==> config.mk <==
export PLATFORM = sky130hd
export DESIGN_NAME = adder_rs_bank_flat
export DESIGN_NICKNAME = d
export VERILOG_FILES = /design/src/rtl/adder_rs_pkg.sv /design/src/rtl/adder_rs_bank_if.sv /design/src/rtl/adder_pipe.sv /design/src/rtl/adder_rs_bank.sv /design/src/flat_wrapper.sv
export SDC_FILE = /design/constraint.sdc
export NUM_CORES = 1
export LEC_CHECK = 0
export BUFFER_PORTS_ARGS = -buffer_cell sky130_fd_sc_hd__buf_2
export CAP_MARGIN = 20
export CORE_UTILIZATION = 65
export CTS_BUF_LIST = sky130_fd_sc_hd__clkbuf_4 sky130_fd_sc_hd__clkbuf_8 sky130_fd_sc_hd__clkbuf_16
export DETAILED_ROUTE_END_ITERATION = 12
export PLACE_DENSITY = 0.92
export SETUP_SLACK_MARGIN = 0.3
export SKIP_CTS_REPAIR_TIMING = 1
export SLEW_MARGIN = 15
export SYNTH_ARGS = -nofsm -noshare
export SYNTH_HDL_FRONTEND = slang
export SYNTH_HIERARCHICAL = 1
export SYNTH_SLANG_ARGS = --single-unit
==> constraint.sdc <==
create_clock -name clock -period 5.2 [get_ports clock]
set_clock_uncertainty 0.2 [all_clocks]
set_input_delay 1.04 -clock clock [delete_from_list [all_inputs] [get_ports clock]]
set_output_delay 1.04 -clock clock [all_outputs]
set_load 0.005 [all_outputs]
==> src/rtl/adder_rs_pkg.sv <==
// adder_rs_pkg: shared tag width, ALU op encodings, adder unit code and reservation-station entry type.
package adder_rs_pkg;
  localparam int TAG_W = 6;
  localparam logic [2:0] ADDER_UNIT = 3'b000;
  typedef enum logic [2:0] {
    OP_ADD = 3'b000,
    OP_SUB = 3'b001,
    OP_OR  = 3'b100,
    OP_AND = 3'b101,
    OP_NOT = 3'b110,
    OP_XOR = 3'b111
  } alu_op_t;
  typedef struct packed {
    logic             busy;
    logic             dispatched;
    alu_op_t          op;
    logic [4:0]       dest;
    logic [31:0]      vj;
    logic [31:0]      vk;
    logic [TAG_W-1:0] qj;
    logic [TAG_W-1:0] qk;
  } rs_entry_t;
  function automatic logic op_legal(input logic [2:0] op);
    return op[2:1] != 2'b01;
  endfunction
  function automatic logic [31:0] alu(input alu_op_t op, input logic [31:0] a, input logic [31:0] b);
    return op == OP_SUB ? a - b :
           op == OP_OR  ? a | b :
           op == OP_AND ? a & b :
           op == OP_NOT ? ~a :
           op == OP_XOR ? a ^ b : a + b;
  endfunction
endpackage

==> src/rtl/adder_rs_bank_if.sv <==
// adder_rs_bank_if: issue request and status/broadcast signals between the issuer and the adder RS bank.
interface adder_rs_bank_if;
  import adder_rs_pkg::*;
  logic             issue;
  logic [5:0]       operation;
  logic [4:0]       Dest_address;
  logic [4:0]       A_address;
  logic [4:0]       B_address;
  logic             adder_available;
  logic [TAG_W-1:0] adder_RS_available;
  logic             issue_error;
  logic [TAG_W-1:0] RS_issued;
  logic [TAG_W-1:0] RS_executing_adder;
  logic             adder_rts;
  logic [TAG_W-1:0] RS_finished;
  modport master (
    output issue, operation, Dest_address, A_address, B_address,
    input  adder_available, adder_RS_available, issue_error, RS_issued,
           RS_executing_adder, adder_rts, RS_finished
  );
  modport slave (
    input  issue, operation, Dest_address, A_address, B_address,
    output adder_available, adder_RS_available, issue_error, RS_issued,
           RS_executing_adder, adder_rts, RS_finished
  );
endinterface

==> src/rtl/adder_pipe.sv <==
// adder_pipe: valid/tag/result shift pipeline of depth ADD_LATENCY; the result is computed on entry.
module adder_pipe
  import adder_rs_pkg::*;
#(
  parameter int ADD_LATENCY = 2
) (
  input  logic             clock,
  input  logic             reset_n,
  input  logic [TAG_W-1:0] in_tag,
  input  alu_op_t          in_op,
  input  logic [31:0]      in_a,
  input  logic [31:0]      in_b,
  output logic             out_valid,
  output logic [TAG_W-1:0] out_tag,
  output logic [31:0]      out_result
);
  logic             valid [ADD_LATENCY];
  logic [TAG_W-1:0] tag   [ADD_LATENCY];
  logic [31:0]      res   [ADD_LATENCY];
  always_ff @(posedge clock or negedge reset_n) begin
    if (!reset_n) begin
      for (int i = 0; i < ADD_LATENCY; i++) begin
        valid[i] <= 1'b0;
        tag[i]   <= '0;
        res[i]   <= '0;
      end
    end else begin
      valid[0] <= in_tag != '0;
      tag[0]   <= in_tag;
      res[0]   <= alu(in_op, in_a, in_b);
      for (int i = 1; i < ADD_LATENCY; i++) begin
        valid[i] <= valid[i-1];
        tag[i]   <= tag[i-1];
        res[i]   <= res[i-1];
      end
    end
  end
  assign out_valid  = valid[ADD_LATENCY-1];
  assign out_tag    = tag[ADD_LATENCY-1];
  assign out_result = res[ADD_LATENCY-1];
endmodule

==> src/rtl/adder_rs_bank.sv <==
// adder_rs_bank: adder reservation stations, register file and status table with CDB wakeup.
// Macro ADDER_RS_BYPASS_EN lets an issue capture the value broadcast at the same edge instead of being rejected.
module adder_rs_bank
  import adder_rs_pkg::*;
#(
  parameter int NUM_RS      = 3,
  parameter int ADD_LATENCY = 2
) (
  input logic            clock,
  input logic            reset_n,
  adder_rs_bank_if.slave bus
);
  rs_entry_t        rs     [NUM_RS];
  logic [31:0]      regs   [32];
  logic [TAG_W-1:0] status [32];
  logic [TAG_W-1:0] free_tag, ready_tag, exec_tag, bc_tag, qa, qb;
  alu_op_t          ready_op, exec_op;
  logic [31:0]      ready_a, ready_b, exec_a, exec_b, bc_result;
  logic [4:0]       bc_dest;
  logic             bc_valid, hit_a, hit_b, legal, accept;
  always_comb begin
    free_tag  = '0;
    ready_tag = '0;
    ready_op  = OP_ADD;
    ready_a   = '0;
    ready_b   = '0;
    bc_dest   = '0;
    for (int i = NUM_RS - 1; i >= 0; i--) begin
      if (!rs[i].busy) free_tag = TAG_W'(i + 1);
      if (rs[i].busy && !rs[i].dispatched && rs[i].qj == '0 && rs[i].qk == '0) begin
        ready_tag = TAG_W'(i + 1);
        ready_op  = rs[i].op;
        ready_a   = rs[i].vj;
        ready_b   = rs[i].vk;
      end
      if (bc_tag == TAG_W'(i + 1)) bc_dest = rs[i].dest;
    end
  end
  // Sources are looked up before this edge's status update, so Dest==source sees the old producer.
  assign qa    = status[bus.A_address];
  assign qb    = status[bus.B_address];
  assign hit_a = bc_valid && qa == bc_tag;
  assign hit_b = bc_valid && qb == bc_tag;
  assign legal = bus.operation[5:3] == ADDER_UNIT && op_legal(bus.operation[2:0]);
`ifdef ADDER_RS_BYPASS_EN
  assign accept = bus.issue && legal && free_tag != '0;
`else
  assign accept = bus.issue && legal && free_tag != '0 && !hit_a && !hit_b;
`endif
  assign bus.adder_available    = free_tag != '0;
  assign bus.adder_RS_available = free_tag;
  assign bus.RS_executing_adder = exec_tag;
  assign bus.adder_rts          = bc_valid;
  assign bus.RS_finished        = bc_tag;
  always_ff @(posedge clock or negedge reset_n) begin
    if (!reset_n) begin
      for (int i = 0; i < NUM_RS; i++) rs[i] <= '0;
      for (int i = 0; i < 32; i++) begin
        regs[i]   <= 32'(i);
        status[i] <= '0;
      end
      exec_tag        <= '0;
      exec_op         <= OP_ADD;
      exec_a          <= '0;
      exec_b          <= '0;
      bus.RS_issued   <= '0;
      bus.issue_error <= 1'b0;
    end else begin
      if (bc_valid && status[bc_dest] == bc_tag) begin
        regs[bc_dest]   <= bc_result;
        status[bc_dest] <= '0;
      end
      if (accept) status[bus.Dest_address] <= free_tag;
      for (int i = 0; i < NUM_RS; i++) begin
        if (bc_valid && rs[i].qj == bc_tag) begin
          rs[i].vj <= bc_result;
          rs[i].qj <= '0;
        end
        if (bc_valid && rs[i].qk == bc_tag) begin
          rs[i].vk <= bc_result;
          rs[i].qk <= '0;
        end
        if (ready_tag == TAG_W'(i + 1)) rs[i].dispatched <= 1'b1;
        if (bc_valid && bc_tag == TAG_W'(i + 1)) rs[i] <= '0;
        if (accept && free_tag == TAG_W'(i + 1))
          rs[i] <= '{busy: 1'b1, dispatched: 1'b0, op: alu_op_t'(bus.operation[2:0]),
                     dest: bus.Dest_address,
                     vj: hit_a ? bc_result : regs[bus.A_address],
                     vk: hit_b ? bc_result : regs[bus.B_address],
                     qj: hit_a ? TAG_W'(0) : qa,
                     qk: hit_b ? TAG_W'(0) : qb};
      end
      exec_tag        <= ready_tag;
      exec_op         <= ready_op;
      exec_a          <= ready_a;
      exec_b          <= ready_b;
      bus.RS_issued   <= accept ? free_tag : '0;
      bus.issue_error <= bus.issue && !accept;
    end
  end
  adder_pipe #(.ADD_LATENCY(ADD_LATENCY)) u_pipe (
    .clock      (clock),
    .reset_n    (reset_n),
    .in_tag     (exec_tag),
    .in_op      (exec_op),
    .in_a       (exec_a),
    .in_b       (exec_b),
    .out_valid  (bc_valid),
    .out_tag    (bc_tag),
    .out_result (bc_result)
  );
endmodule

==> src/flat_wrapper.sv <==
// flat-port wrapper written by rule: the top's interface ports become plain ports
module adder_rs_bank_flat import adder_rs_pkg::*;
#(
  parameter int NUM_RS      = 3,
  parameter int ADD_LATENCY = 2
)
  (clock, reset_n, bus_issue, bus_operation, bus_Dest_address, bus_A_address, bus_B_address, bus_adder_available, bus_adder_RS_available, bus_issue_error, bus_RS_issued, bus_RS_executing_adder, bus_adder_rts, bus_RS_finished);
  adder_rs_bank_if bus_i ();
  input logic clock;
  input logic reset_n;
  input wire logic [$bits(bus_i.issue)-1:0] bus_issue;
  input wire logic [$bits(bus_i.operation)-1:0] bus_operation;
  input wire logic [$bits(bus_i.Dest_address)-1:0] bus_Dest_address;
  input wire logic [$bits(bus_i.A_address)-1:0] bus_A_address;
  input wire logic [$bits(bus_i.B_address)-1:0] bus_B_address;
  output wire logic [$bits(bus_i.adder_available)-1:0] bus_adder_available;
  output wire logic [$bits(bus_i.adder_RS_available)-1:0] bus_adder_RS_available;
  output wire logic [$bits(bus_i.issue_error)-1:0] bus_issue_error;
  output wire logic [$bits(bus_i.RS_issued)-1:0] bus_RS_issued;
  output wire logic [$bits(bus_i.RS_executing_adder)-1:0] bus_RS_executing_adder;
  output wire logic [$bits(bus_i.adder_rts)-1:0] bus_adder_rts;
  output wire logic [$bits(bus_i.RS_finished)-1:0] bus_RS_finished;
  assign bus_i.issue = bus_issue;
  assign bus_i.operation = bus_operation;
  assign bus_i.Dest_address = bus_Dest_address;
  assign bus_i.A_address = bus_A_address;
  assign bus_i.B_address = bus_B_address;
  assign bus_adder_available = bus_i.adder_available;
  assign bus_adder_RS_available = bus_i.adder_RS_available;
  assign bus_issue_error = bus_i.issue_error;
  assign bus_RS_issued = bus_i.RS_issued;
  assign bus_RS_executing_adder = bus_i.RS_executing_adder;
  assign bus_adder_rts = bus_i.adder_rts;
  assign bus_RS_finished = bus_i.RS_finished;
  adder_rs_bank #(.NUM_RS(NUM_RS), .ADD_LATENCY(ADD_LATENCY)) u_core (.clock(clock), .reset_n(reset_n), .bus(bus_i));
endmodule
==> metrics.csv, run 1 <==
metric,value,unit
status,"complete, no violations",
drc,0,
drv_cap,0,
numPortBuffers,37,
start_util,0.661,
vias,14700,
nNetsFinal,1633,
synthCells,1620,
crit_fanout,10,
leakage,7.82,nW
io_pins,51,
cts_buffers,28,
clk_latency,0.57,ns
drt_iter0_markers,2739,
hold_violations,0,
grt_pass1_vias,14500,
holdCritPathClass,reg -> reg,
antenna_left,0,
crit_path_end_kind,flip-flop,
firstDrtPassIters,8,
power_density,289,nW/um^2
start_kind,input port,
vdd_drop_max,0.320,mV
core,25200,sq um
cts_sinks,268,
grt_max_degree,100,
htreeDepth,1,
die-width,162,microns
place_hpwl,41800,microns
rows,58,
wl_per_cell,30.5,microns
syn_to_final_growth,10.3,%
setup_viol,0,
viasPerCell,7.51,
slowest_delay,0.89,ns
relSlewSlack,0.216,
die_h,162,microns
drv_slew,0,
dieArea,26200,sq um
min_period,4.85,ns
synth_area,16600,sq um
critPathArrivalTime,5.03,ns
critPathRequiredTime,5.38,ns
cts_max_path_buffers,3,
power,5.30,mW
antenna_found_initial,3,
whs,0.150,ns
tightest_slew,1.17,ns
place.gp.congestion,1.08,
overflow,0,
crit_chain,buf_2 -> buf_12 -> buf_4 -> mux4_2 -> mux2i_1 -> a22o_1 -> o21ai_0 -> nand4b_1 -> nor4_1 -> nor2b_2 -> nand4b_1 -> buf_4 -> nor3_1 -> o31ai_1,
setup-tns-final,0,ns
rsz0062_at_grt,false,
ys.warnings.count,6,
grt_pass1_wl,89900,microns
track_usage,0.470,
drive_above_1_share,0.198,
tritoncts,built,
path_clk_slew,0.07,ns
max_freq,0.206,GHz
path_class,in -> reg,
cpMaxStageDelayCell,nor3_1,
syn_avg_cell_area,10.3,sq um
cts-root-buf,clkbuf_16,
fin_crit_sh,0.933,
wirelength,59700,microns
## area by class of cell
cell class              instances  area, sq um
inverters                      46          173
flip-flops and latches        268         6710
multi-input cells            1140         8970
clock buffers                  37          811
repair buffers                125         1120
diodes                          1         2.50
clock inverters                12          153
well taps                     330          413
fillers                      1704         6830
## through the flow
step                      worst slack [ns]  instances  utilization  cell area [sq um]
final                                0.347       1959        0.729              18400
after global routing                 0.329       1958        0.729              18400
after CTS                            0.499       1956        0.727              18300
after detailed placement            0.0140       1907        0.689              17300
after global placement               0.153       1907        0.689              17300
after floorplan                      0.565       1639            -              16700
## routing by layer
layer	share of wire	global-route usage	vias to the layer above
met2	0.44	0.706	1308
met5	0.00038	0.0152	-
met3	0.14	0.154	390
met4	0.086	0.306	4
li1	-	-	5829
met1	0.34	0.583	7183
## worst max-delay path: cells and delay by family
family	cells	cell delay [ns]
multiplexers	2	0.93
AND/OR/NAND/NOR	5	1.59
buffers and inverters	4	0.83
AO/OA/AOI/OAI	3	0.64
## path summary, 6_finish.rpt
path | from | end | slack, ns | cells past startpoint
setup / recovery | bus_B_address[1] | u_core/status[109] | 0.35 | 14
hold / removal | u_core/u_pipe/tag[10] | u_core/u_pipe/out_tag[4] | 0.15 | 0
setup reg to reg | u_core/u_pipe/out_tag[0] | u_core/status[73] | 0.37 | 12
hold reg to reg | u_core/u_pipe/tag[10] | u_core/u_pipe/out_tag[4] | 0.15 | 0
max in group asynchronous | reset_n | u_core/bus.RS_issued[0] | 3.46 | 2
min in group asynchronous | reset_n | u_core/rs[257] | 0.22 | 1
## layout by cell type, fill, tap and decap left out, drive strengths merged, types with 4 or more instances in the layout
cell,count
nand4,29
nand3b,7
a21oi,7
a32o,15
mux2,6
o21ai,52
mux2i,92
o22ai,39
a22oi,5
a32oi,19
nor3,18
nor2b,70
nand3,105
or3,7
inv,47
and3,6
and4b,4
buf,125
clkbuf,37
nand4b,4
clkinv,7
nor2,45
a22o,7
conb,20
and2,73
dfrtp,268
xor2,18
o31ai,35
xnor2,27
nand2,219
o2111ai,7
nor4,57
o211ai,6
mux4,99
## power by group
group | leakage [nW] | switching, mW | total, mW | internal [mW]
sequential | 3.49 | 0.0762 | 2.22 | 2.14
combinational | 3.85 | 0.651 | 0.955 | 0.303
clock | 0.480 | 0.885 | 2.13 | 1.25
total | 7.82 | 1.61 | 5.30 | 3.69
## flip-flops by register name, indices dropped and copies added (netlist names)
register	count
u_core/u_pipe/out_tag	6
u_core/bus.RS_executing_adder	2
u_core/u_pipe/out_valid	1
u_core/status	192
u_core/u_pipe/valid	1
u_core/bus.RS_issued	2
u_core/rs	57
u_core/bus.issue_error	1
u_core/u_pipe/tag	6
No activity file was read; power rests on OpenSTA's default activity.
==> run 2, diff against run 1 <==
--- a/config.mk
+++ b/config.mk
@@ -11,6 +11,7 @@
 export CTS_BUF_LIST = sky130_fd_sc_hd__clkbuf_4 sky130_fd_sc_hd__clkbuf_8 sky130_fd_sc_hd__clkbuf_16
 export DETAILED_ROUTE_END_ITERATION = 12
 export PLACE_DENSITY = 0.92
+export REMOVE_ABC_BUFFERS = 1
 export SETUP_SLACK_MARGIN = 0.3
 export SKIP_CTS_REPAIR_TIMING = 1
 export SLEW_MARGIN = 15
==> metrics.csv, run 2 (synthesized netlist as in run 1, its figures left out) <==
metric,value,unit
cts_sinks,268,
failed_checks,design-rule violations,
numPortBuffers,37,
final_cell_mix,"267 x dfrtp_1, 219 x nand2_1, 104 x nand3_1",
wirelength,61800,microns
drive_above_1_share,0.201,
dp_slack,0.318,ns
grt_pass1_wl,91300,microns
viasPerCell,7.50,
core,25200,sq um
drv_slew,0,
grt_pass1_vias,14500,
max_freq,0.207,GHz
drv_cap,0,
place_hpwl,43600,microns
critPathArrivalTime,5.05,ns
top_regs,"u_core/status x192, u_core/rs x57",
n_fill_cell,1720,
grt_max_degree,119,
overflow,0,
cts-root-buf,clkbuf_16,
start_util,0.661,
wl_per_cell,31.4,microns
largest_reg_flops,192,
crit_path_end_kind,flip-flop,
rsz0062_at_grt,false,
htreeDepth,1,
antenna_found_initial,2,
dieArea,26200,sq um
tritoncts,built,
firstDrtPassIters,13,
relSlewSlack,0.255,
min_period,4.83,ns
path_clk_slew,0.07,ns
vdd_drop_max,0.334,mV
leakage,7.84,nW
status,finished with violations,
antenna_left,0,
holdCritPathClass,reg -> reg,
nNetsFinal,1637,
track_usage,0.481,
drt_iter0_markers,2620,
setup_viol,0,
tightest_slew,1.11,ns
layout_commonest_cell,dfrtp_1,
die_h,162,microns
die-width,162,microns
clk_latency,0.57,ns
multi_input_area,8950,sq um
critPathRequiredTime,5.42,ns
fin_crit_sh,0.929,
cts_max_path_buffers,3,
hold_violations,0,
io_pins,51,
cts_buffers,28,
power,5.49,mW
top_register,u_core/status,
seq_area,6710,sq um
path_class,reg -> reg,
rows,58,
power_density,299,nW/um^2
place.gp.congestion,1.05,
vias,14700,
crit_fanout,18,
syn_to_final_growth,10.2,%
start_kind,flip-flop,
drc,1,
fin_ws,0.371,ns
## run 2: cell types whose count changed in the layout (fill, tap and decap cells not counted), moves of 3 or more
cell and delta:
buf_12 -11, buf_4 +15, bufinv_16 +3, clkbuf_8 +3
inv_6 -3
## run 2: where the power goes
part           internal, mW  switching [mW]  total [mW]  leakage, nW
clock                  1.43           0.888        2.32        0.530
combinational         0.297           0.655       0.952         3.82
sequential             2.14          0.0814        2.22         3.49
total                  3.87            1.62        5.49         7.84
## run 2: per-stage QoR
stage	util	std cells	cell area, sq um	TNS (ns)	hold WS, ns
2_1_floorplan	-	1454	15800	-399.21	0.131
3_3_place_gp	0.683	1910	17200	0	0.133
3_5_place_dp	0.683	1910	17200	0	0.136
4_1_cts	0.725	1962	18300	0	0.152
5_1_grt	0.728	1965	18300	0	0.153
6_report	0.728	1966	18300	0	0.152
## run 2: critical path, cell delays in order, from the launching register on
cell and delay, ns:
dfrtp_1 0.37, or4_1 0.83, a211oi_4 0.35, buf_12 0.17
buf_4 0.30, mux4_2 0.66, o32ai_1 0.34, nor4_1 0.12
xnor2_1 0.33, nand2_1 0.16, buf_4 0.21, nor4_1 0.46
o22ai_1 0.17
## run 2: layer usage
layer,wire length [microns],track usage,vias up
li1,-,-,5859
met1,20700,0.591,7138
met2,26500,0.697,1369
met3,9280,0.187,371
met4,5300,0.341,2
met5,18,0,-
## run 2: worst paths after layout
check / slack [ns] / end / from / cells past startpoint
max: 0.37 / u_core/status[150] / u_core/u_pipe/out_tag[2] / 12
min: 0.15 / u_core/u_pipe/out_tag[2] / u_core/u_pipe/tag[8] / 0
max reg2reg: 0.37 / u_core/status[150] / u_core/u_pipe/out_tag[2] / 12
min reg2reg: 0.15 / u_core/u_pipe/out_tag[2] / u_core/u_pipe/tag[8] / 0
max in group asynchronous: 3.38 / u_core/status[65] / reset_n / 2
min in group asynchronous: 0.32 / u_core/u_pipe/out_valid / reset_n / 1
## run 2: final cells by class
cell class,count,share of cell area
timing repair buffer,129,0.0554
inverter,46,0.00942
antenna,1,0.000136
tap,330,0.0225
sequential,268,0.366
multi-input combinational,1140,0.488
clock inverter,13,0.0123
clock buffer,39,0.0461
